`config.mk`:
```
export PLATFORM = sky130hd
export DESIGN_NAME = mem_arbiter
export DESIGN_NICKNAME = d
export VERILOG_FILES = /design/src/rtl/mem_arbiter.sv
export SDC_FILE = /design/constraint.sdc
export NUM_CORES = 1
export LEC_CHECK = 0
export ABC_AREA = 1
export CAP_MARGIN = 20
export CORE_AREA = 5 5 135 137
export DETAILED_ROUTE_END_ITERATION = 10
export DIE_AREA = 0 0 140 142
export GPL_ROUTABILITY_DRIVEN = 0
export PLACE_DENSITY = 0.65
export RECOVER_POWER = 50
export SLEW_MARGIN = 15
export SYNTH_ARGS = -nofsm -noshare
export SYNTH_HDL_FRONTEND = slang
export SYNTH_SLANG_ARGS = --single-unit
```
`constraint.sdc`:
```
create_clock -name clk -period 2.1 [get_ports clk]
set_input_delay 0.315 -clock clk [delete_from_list [all_inputs] [get_ports clk]]
set_output_delay 0.315 -clock clk [all_outputs]
set_load 0.02 [all_outputs]
```
`src/rtl/mem_arbiter.sv`:
```
// Round-robin, burst-locked arbiter sharing one memory port between NUM_REQ requesters.
// A hold watchdog revokes any grant that outlives MAX_HOLD cycles.
module mem_arbiter #(
  parameter int NUM_REQ    = 3,
  parameter int ADDR_WIDTH = 32,
  parameter int DATA_WIDTH = 32,
  parameter int MAX_HOLD   = 64
) (
  input  logic                          clk,
  input  logic                          rst,
  input  logic [NUM_REQ-1:0]            req_ce_i,
  input  logic [NUM_REQ-1:0]            req_we_i,
  input  logic [NUM_REQ*ADDR_WIDTH-1:0] req_addr_i,
  input  logic [NUM_REQ*4-1:0]          req_width_i,
  input  logic [NUM_REQ*DATA_WIDTH-1:0] req_data_i,
  output logic [NUM_REQ-1:0]            gnt_o,
  output logic [DATA_WIDTH-1:0]         rdata_o,
  output logic                          mem_ce_o,
  output logic                          mem_we_o,
  output logic [ADDR_WIDTH-1:0]         mem_addr_o,
  output logic [3:0]                    mem_width_o,
  output logic [DATA_WIDTH-1:0]         mem_data_o,
  input  logic [DATA_WIDTH-1:0]         mem_data_i,
  output logic                          timeout_o,
  output logic [2:0]                    timeout_id_o
);

  localparam int IDX_W  = (NUM_REQ > 1) ? $clog2(NUM_REQ) : 1;
  localparam int HOLD_W = $clog2(MAX_HOLD) + 1;

  localparam logic IDLE = 1'b0;
  localparam logic BUSY = 1'b1;

  localparam logic [IDX_W-1:0]  LAST_IDX  = IDX_W'(NUM_REQ - 1);
  localparam logic [HOLD_W-1:0] HOLD_LAST = HOLD_W'(MAX_HOLD - 1);

  logic              state;
  logic [IDX_W-1:0]  rr_ptr;
  logic [IDX_W-1:0]  owner;
  logic [HOLD_W-1:0] hold_cnt;

  logic              pick_valid;
  logic [IDX_W-1:0]  pick_idx;
  logic [IDX_W-1:0]  next_ptr;
  logic              owner_ce;
  logic              hold_expired;

  function automatic logic [IDX_W-1:0] wrap_add(input logic [IDX_W-1:0] base, input int off);
    int sum;
    sum = int'(base) + off;
    if (sum >= NUM_REQ) sum = sum - NUM_REQ;
    return IDX_W'(sum);
  endfunction

  // Scan downwards so the last hit written is the first set index from rr_ptr.
  // NOTE: every always_comb output gets a default first, so no path leaves it unassigned (no latch).
  always_comb begin
    pick_valid = 1'b0;
    pick_idx   = rr_ptr;
    for (int i = NUM_REQ - 1; i >= 0; i--) begin
      if (req_ce_i[wrap_add(rr_ptr, i)]) begin
        pick_valid = 1'b1;
        pick_idx   = wrap_add(rr_ptr, i);
      end
    end
  end

  assign next_ptr     = (owner == LAST_IDX) ? '0 : owner + IDX_W'(1);
  assign owner_ce     = req_ce_i[owner];
  assign hold_expired = (hold_cnt == HOLD_LAST);

  always_comb begin
    gnt_o = '0;
    if (state == BUSY) gnt_o[owner] = 1'b1;
  end

  always_comb begin
    mem_ce_o    = 1'b0;
    mem_we_o    = 1'b0;
    mem_addr_o  = '0;
    mem_width_o = '0;
    mem_data_o  = '0;
    if (state == BUSY) begin
      mem_ce_o    = owner_ce;
      mem_we_o    = owner_ce & req_we_i[owner];
      mem_addr_o  = req_addr_i[int'(owner)*ADDR_WIDTH +: ADDR_WIDTH];
      mem_width_o = req_width_i[int'(owner)*4 +: 4];
      mem_data_o  = req_data_i[int'(owner)*DATA_WIDTH +: DATA_WIDTH];
    end
  end

  assign rdata_o = mem_data_i;

  // NOTE: state registers use non-blocking assignments so every flop samples pre-edge values.
  always_ff @(posedge clk or negedge rst) begin
    if (!rst) begin
      state        <= IDLE;
      rr_ptr       <= '0;
      owner        <= '0;
      hold_cnt     <= '0;
      timeout_o    <= 1'b0;
      timeout_id_o <= '0;
    end else begin
      timeout_o <= 1'b0;
      if (state == IDLE) begin
        if (pick_valid) begin
          owner    <= pick_idx;
          hold_cnt <= '0;
          state    <= BUSY;
        end
      end else begin
        if (!owner_ce || hold_expired) begin
          state  <= IDLE;
          rr_ptr <= next_ptr;
          // Still requesting here means the watchdog, not the owner, ended the burst.
          if (owner_ce) begin
            timeout_o    <= 1'b1;
            timeout_id_o <= 3'(owner);
          end
        end else if (hold_cnt != '1) begin
          hold_cnt <= hold_cnt + HOLD_W'(1);
        end
      end
    end
  end

endmodule

```
== Yosys cells after proc, flatten, opt, wreduce, memory -nomap -nowiden ==
Index checks and enable logic that the tools add are counted.
Operators by class
  magnitude comparators: 8
  $mul: 0
  bitwise logic cells: 2
  eq/ne operators: 5
  reductions and logical operators: 8
  shift-type cells: 3
  divide/modulo/power cells: 0
  multiplexer cells: 38
  add/subtract/negate cells: 7
Operators by type and width (count)
  indexed part select 96 x 8 -> 32 bit: 2
  2-to-1 mux 32 bit: 2
  2-to-1 mux 7 bit: 4
  2-to-1 mux 1 bit: 17
  2-to-1 mux 2 bit: 7
  less-than comparator 2 x 3 -> 1 bit (second input constant): 4
  indexed part select 12 x 5 -> 4 bit: 1
  binary-select mux 1 bit (select 2 bit): 5
  adder 7 x 1 -> 7 bit (second input constant): 1
  equality test 7 x 6 -> 1 bit (second input constant): 1
  inequality test 7 bit (second input constant): 1
  greater-or-equal comparator 3 x 2 -> 1 bit (second input constant): 2
  AND reduction 3 bit: 2
  subtractor 2 bit (second input constant): 3
  2-to-1 mux 4 bit: 1
  AND reduction 2 bit: 2
  adder 2 x 1 -> 3 bit (second input constant): 1
  adder 2 x 2 -> 3 bit (second input constant): 1
  2-to-1 mux 3 bit: 1
  adder 2 x 1 -> 2 bit (second input constant): 1
  demux 1 bit (select 2 bit): 1
  equality test 2 bit (second input constant): 1
  greater-or-equal comparator 2 x 1 -> 1 bit (second input constant): 1
  greater-or-equal comparator 2 bit (second input constant): 1
  other kinds (8): 8
Word-level totals
  memories kept: 0
  latch bits: 0
  input bits: 244
  bits in writable memories: 0
  memory bits (read-only): 0
  word-level logic and storage cells: 77
  output and inout port bits: 109
  flip-flop bits (word level): 15

== Logic depth before layout (Yosys ltp) ==
Gate-level depths: netlist (run 1).
  depth in word-level cells: 10
  depth in mapped cells: 11
  depth with buffers taken out: 11

== Worst setup path before layout (run 1) ==
Ideal clock, no wire load.
  path kind: flip-flop to output port
  start point: reg owner[1]
  end point: out mem_addr_o[2]
  buffers on the path: 2
  stages on the path, launching flop included: 6
  setup slack: 0.217 ns
  data required time: 1.785 ns
  arrival time: 1.568 ns
  path through: dfrtp_1 > nor2_1 > buf_2 > buf_2 > a22oi_1 > o21ai_0
On the way
  longest elaborated chain between the ends: 2
RTL lines
  start, declared: line 39  | logic [IDX_W-1:0] owner;
  start signal, assigned: line 107  | owner <= pick_idx;
  indexed part select 96 x 8 -> 32 bit: line 86  | mem_addr_o = req_addr_i[int'(owner)*ADDR_WIDTH +: ADDR_WIDTH];
  2-to-1 mux 32 bit: line 83  | if (state == BUSY) begin
  end, declared: line 20  | output logic [ADDR_WIDTH-1:0] mem_addr_o,
Every way passes these cells.

== Final worst setup path (run 1) ==
  start point: reg owner[0]
  end point: out mem_data_o[24]
On the way
  longest elaborated chain between the ends: 2
RTL lines
  indexed part select 96 x 8 -> 32 bit: line 88  | mem_data_o = req_data_i[int'(owner)*DATA_WIDTH +: DATA_WIDTH];
  2-to-1 mux 32 bit: line 83
  end, declared: line 22  | output logic [DATA_WIDTH-1:0] mem_data_o,
Every way passes these cells.

==> results.py, run 1 <==
metrics = {
    "floorplanning": {
        "die_area_um2": 19900,
        "ios": 353,
        "coreArea_um2": 16900,
        "fp.dieH_um": 142,
        "die_x_um": 140,
        "start_util": 0.157,
        "fp-row-count": 48,
    },
    "synthesis": {
        "synth_edf_count": 0,
        "yosysWarnings": 0,
        "synth-compound-area-share": 0.135,
        "yosys.area_share.adder": 0.0235,
        "synth_simple_gate_area_frac": 0.472,
        "synth_seq_area_share": 0.141,
        "async_flop_share": 1.00,
        "synth-xor-area-share": 0.0132,
        "syn_avg_cell_area_um2": 5.32,
        "netlist_area_um2": 2660,
        "synthMuxAreaShare": 0,
        "synth_top_family_by_area": "simple AND/OR/NAND/NOR gates",
        "synthCells": 501,
        "ys_ff_latch": 15,
        "syn_nets": 750,
        "ys_types": 26,
        "synthFlopType": "dfrtp_1",
    },
    "sta": {
        "clock_skew_ps": 2.02,
        "tightest_slew_ps": 654,
        "slew_headroom": 0.563,
        "drv_slew": 0,
        "min_period_ps": 2020,
        "fin_crit_sh": 0.962,
        "report.final.setup_viol": 0,
        "worst_slack_ps": 80.4,
        "rsz0062_at_grt": "false",
        "fmax_mhz": 495,
        "final_hold_viol_count": 0,
    },
    "status": {
        "status": "finished, final reports clean",
    },
    "global_route": {
        "antenna_found_initial": 1,
        "grt-ovfl-total": 0,
        "grt_util_all_layers": 0.138,
        "grt_pass1_wl_um": 22000,
        "grt_max_degree": 35,
        "grt_pass1_vias": 4167,
    },
    "run": {
        "cap_violations": 0,
    },
    "drt": {
        "first_pass_iters": 4,
        "drt-vias-per-instance": 4.18,
        "ant_nets": 0,
        "drt_iter0_markers": 178,
        "post-route-drc-count": 0,
        "via_count": 4142,
        "wl_per_cell_um": 15.6,
        "wl_um": 15500,
    },
    "cts": {
        "cts_max_level": 1,
        "insertion_delay_ps": 240,
        "cts.reportedPaths.clkPinSlew_ps": 50,
        "tritoncts": "built",
        "cts_sinks": 15,
        "cts_made_buffers": 3,
        "cts-root-buf": "clkbuf_16",
        "cts_buffer_depth": 2,
    },
    "critical_path": {
        "crit_slowest_cell": "dfrtp_2",
        "cp_max_fo": 15,
        "worstPathRequired_ps": 1780,
        "max_stage_delay_ps": 450,
        "critPathKind": "register to output pin",
        "cp.arrival_ps": 1700,
        "crit_path_start_kind": "register",
        "worstPathCellList": "buf_4, nor3_4, buf_4, buf_16, nand2_1, nand3_1, clkdlybuf4s15_2",
        "cp_common_cell": "buf_4",
        "end_kind": "output pin",
        "r2r_slack_ps": 250,
        "critPathBufInv": 4,
        "cp_top_family": "buffers and inverters",
    },
    "worst_hold_path": {
        "hold_class": "register to register",
    },
    "cells_and_area": {
        "layout.cells.non_filler": 991,
        "diodes": 0,
        "syn_to_final_growth_pct": 114,
        "fill_cells": 1863,
        "layout-drive-gt1-share": 0.166,
        "layout_common_cells": "233 x nand2_1, 210 x clkdlybuf4s50_1, 56 x nand3_1, 51 x inv_1, 33 x a22oi_1",
        "final_nets": 1016,
        "fin_area_um2": 5690,
        "final_common_cell": "nand2_1",
    },
    "pwr": {
        "p_int_mw": 3.00,
        "pwr-share-seq": 0.075,
        "irDropWorstVdd_uv": 426,
        "power_density_nw_per_um2": 1190,
        "p_leak_nw": 2.88,
        "switchingPower_mw": 3.76,
        "p_clk_frac": 0.053,
        "p_sw_frac": 0.557,
        "combPwrFrac": 0.872,
    },
    "placed_design": {
        "post_dp_cell_area_um2": 5710,
        "dp_slack_ps": -150,
        "post-dp-hpwl_um": 12100,
        "placed_cells": 975,
        "portBuffers": 287,
    },
}
[path summary, 6_finish.rpt]
kind,startpoint,depth (start not counted),endpoint
max reg2reg,rr_ptr[0],10,owner[0]
max in group asynchronous,rst,1,state
min reg2reg,timeout_id_o[1],2,timeout_id_o[1]
min in group asynchronous,rst,1,hold_cnt[5]
max,owner[0],7,mem_data_o[24]
min,timeout_id_o[1],2,timeout_id_o[1]
[stage by stage]
step / power, mW / TNS, ps / util / hold slack (ps)
floorplan: 3.73 / 0 / - / 19.4
global placement: 6.62 / -4170 / 0.337 / 476
detailed placement: 6.64 / -6500 / 0.337 / 487
CTS: 6.91 / -23.0 / 0.345 / 494
global route: 7.43 / 0 / 0.336 / 521
finish: 6.76 / 0 / 0.336 / 485
[sequential cells by signal, indices dropped and copies added, names as in the netlist]
register      cells
timeout_o         1
rr_ptr            2
state             1
timeout_id_o      2
hold_cnt          7
owner             2
[power by group through the flow]
stage	Clock, mW	Combinational (mW)	Sequential (mW)
4_1_cts	0.371	6.04	0.501
5_1_grt	0.381	6.54	0.516
3_3_place_gp	0	6.13	0.493
3_5_place_dp	0	6.15	0.495
2_1_floorplan	0	3.23	0.498
6_report	0.360	5.90	0.504
[tightest hold or removal path, cell delays in order (launching register included)]
cell	delay, ps
dfrtp_1	330
nand2_1	50
o21ai_0	70
[Yosys cell counts, types with 2 or more instances]
cell type	count	share of area
a22oi_1	33	0.093
o21ai_0	10	0.019
buf_4	33	0.093
ha_1	5	0.023
nor2_1	7	0.0099
a31oi_1	3	0.0070
xor2_1	4	0.013
inv_2	2	0.0028
inv_1	53	0.075
o21ai_1	2	0.0038
buf_2	12	0.023
nand3_1	58	0.11
dfrtp_1	15	0.14
a21oi_1	5	0.0094
nand2_1	235	0.33
clkbuf_1	14	0.020
[kinds of logic (layout without fill, tap and decap cells)]
family | count (synthesis) | in the layout
and+or+nand+nor | 307 | 307
buffers and inverters | 115 | 380
AOI/OAI and AO/OA | 54 | 54
DFF | 15 | 15
adders and majority gates | 5 | 5
xor gates and xnor gates | 4 | 4
other | 1 | 1
[layout make-up]
type,count,area [um2],area share
Clock buffer,4,78.8,0.0138
Inverter,55,211,0.0371
Multi-Input combinational cell,371,1770,0.310
Sequential cell,15,379,0.0666
Tap cell,225,282,0.0494
Timing Repair Buffer,321,2980,0.523
[metal layers]
metal | global-route usage | wire, um
met1 | 0.155 | 6030
met2 | 0.253 | 7540
met3 | 0.0397 | 1440
met4 | 0.0408 | 442
met5 | 0 | 13
[repair_timing]
action	CTS	global route
hold buffers	0	0
resized for setup	193	73
pin swaps	3	3
setup buffers	7	1
gates cloned	2	3
endpoints found under the setup margin	72	75
Note: power is estimated with default switching activity, not from simulation.
==> inputs of run 2 (changes only) <==
Settings changed: CELL_PAD_IN_SITES_DETAIL_PLACEMENT set to 2, CELL_PAD_IN_SITES_GLOBAL_PLACEMENT set to 2, CORE_AREA 5 5 135 137 to unset, CORE_ASPECT_RATIO set to 1.2, CORE_MARGIN set to 5, CORE_UTILIZATION set to 10, DIE_AREA 0 0 140 142 to unset, GPL_ROUTABILITY_DRIVEN 0 to unset, PLACE_DENSITY 0.65 to 0.93.
==> run 2 against run 1 <==
Fmax shrank 0.81%; combinational power grew 9.3%; setup slack lost 17 ps; sequential power shrank 2%; clock-buffer cell count shrank 1; die area grew 51%.
==> results.py, run 2 (synthesized netlist as in run 1, its figures left out) <==
metrics = {
    "critical_path": {
        "cp_max_fo": 12,
        "worstPathRequired_ps": 1780,
        "rr_endpoint": "hold_cnt[4]",
        "crit_path_start_kind": "register",
        "r2r_cells": 10,
        "cp.arrival_ps": 1720,
        "critPathKind": "register to output pin",
        "r2r-start": "rr_ptr[1]",
        "end_kind": "output pin",
        "r2r_slack_ps": 140,
    },
    "sta": {
        "whs_ps": 495,
        "tightest_slew_ps": 987,
        "clock_skew_ps": 7.46,
        "fin_crit_sh": 0.970,
        "drv_slew": 0,
        "report.final.setup_viol": 0,
        "worst_slack_ps": 63.9,
        "slew_headroom": 0.342,
        "min_period_ps": 2040,
        "fmax_mhz": 491,
        "final_hold_viol_count": 0,
        "rsz0062_at_grt": "true",
    },
    "cells_and_area": {
        "diodes": 0,
        "layout.cells.non_filler": 1110,
        "fill_cells": 3193,
        "syn_to_final_growth_pct": 126,
        "layout-drive-gt1-share": 0.178,
        "final_nets": 1025,
        "largest_reg_flops": 7,
        "final_common_cell": "nand2_1",
        "top_register": "hold_cnt",
        "final_util": 0.229,
        "layout_common_cells": "233 x nand2_1, 210 x clkdlybuf4s50_1, 57 x nand3_1, 49 x inv_1",
    },
    "pwr": {
        "power_density_nw_per_um2": 1220,
        "p_leak_nw": 2.96,
        "power_mw": 7.34,
        "irDropWorstVdd_uv": 394,
    },
    "drt": {
        "via_count": 4438,
        "wl_per_cell_um": 17.7,
        "drt-vias-per-instance": 4.00,
        "ant_nets": 0,
        "post-route-drc-count": 0,
        "wl_um": 19700,
        "first_pass_iters": 4,
        "drt_iter0_markers": 96,
    },
    "placed_design": {
        "post-dp-hpwl_um": 16500,
        "placed_cells": 1092,
        "portBuffers": 287,
        "place_congestion": 0.821,
        "dp_slack_ps": -314,
    },
    "cts": {
        "cts.reportedPaths.clkPinSlew_ps": 60,
        "cts_max_level": 1,
        "cts-root-buf": "clkbuf_16",
        "cts_made_buffers": 3,
        "cts_buffer_depth": 2,
        "cts_sinks": 15,
        "insertion_delay_ps": 260,
        "tritoncts": "built",
    },
    "floorplanning": {
        "coreArea_um2": 26300,
        "fp-row-count": 65,
        "ios": 353,
        "fp.dieH_um": 189,
        "start_util": 0.101,
        "die_x_um": 159,
        "die_area_um2": 30000,
    },
    "global_route": {
        "grt_max_degree": 36,
        "grt_pass1_vias": 5065,
        "grt_util_all_layers": 0.120,
        "antenna_found_initial": 1,
        "grt-ovfl-total": 0,
        "grt_pass1_wl_um": 28600,
    },
    "run": {
        "cap_violations": 0,
    },
    "worst_hold_path": {
        "hold_class": "register to register",
        "min_to": "timeout_id_o[0]",
        "min_from": "timeout_id_o[0]",
        "whs_path_depth": 2,
    },
    "status": {
        "status": "finished, final reports clean",
    },
}
==> run 2: metrics by stage <==
stage | area (um2) | TNS, ps
3_3_place_gp | 5940 | -6600
6_report | 6010 | 0
5_1_grt | 6010 | -338
2_1_floorplan | 2660 | 0
4_1_cts | 6110 | -51.9
3_5_place_dp | 5940 | -10740
==> run 2: critical path: stages, from the launching register on <==
cell             delay [ps]
dfrtp_2                 450
nor2_4                  170
inv_1                   110
nor2_4                  160
buf_12                  160
nand2_1                  70
nand3_1                  80
clkdlybuf4s15_2         260
==> run 2: how the worst max path moves through the flow <==
stage | start | end | slack [ps] | cells past startpoint
final | owner[1] | mem_addr_o[10] | 60 | 7
after global routing | owner[0] | mem_addr_o[0] | -40 | 8
after CTS | owner[0] | mem_we_o | -50 | 8
after detailed placement | req_ce_i[1] | mem_we_o | -310 | 6
after global placement | req_ce_i[1] | mem_we_o | -280 | 6
after floorplan | owner[1] | mem_addr_o[2] | 220 | 5
==> run 2: repair_timing <==
action,in CTS,in global routing
hold endpoints to repair,0,0
hold buffers,0,0
resized for setup,249,63
cloned,3,1
buffers inserted,6,5
pin swaps,2,2
endpoints found under the setup margin,73,65
==> run 2: layer usage <==
layer,global-route usage,part of all wire,vias up
met1,0.117,0.35,2087
met3,0.0335,0.073,59
met5,0,0.00066,-
li1,-,-,2091
met4,0.0476,0.040,2
met2,0.235,0.54,199
==> run 2: where the power goes <==
part           leakage [nW]  internal, mW  switching, mW
clock network        0.0409         0.255          0.136
logic                  2.72          2.65           3.80
registers             0.193         0.395          0.100
==> run 2: cell type report <==
type / count / area (um2) / area share
timing repair buffer: 330 / 3160 / 0.525
multi-input combinational: 371 / 1770 / 0.294
tap: 335 / 419 / 0.0697
sequential: 15 / 379 / 0.0631
inverter: 55 / 210 / 0.0350
clock buffer: 3 / 75.1 / 0.0125
clock inverter: 1 / 5.00 / 0.000832
==> inputs of run 3 (changes only) <==
Settings changed: GPL_ROUTABILITY_DRIVEN set to 0.
==> results of run 3 <==
No change in the layout: final DEF, timing and power equal those of run 2.
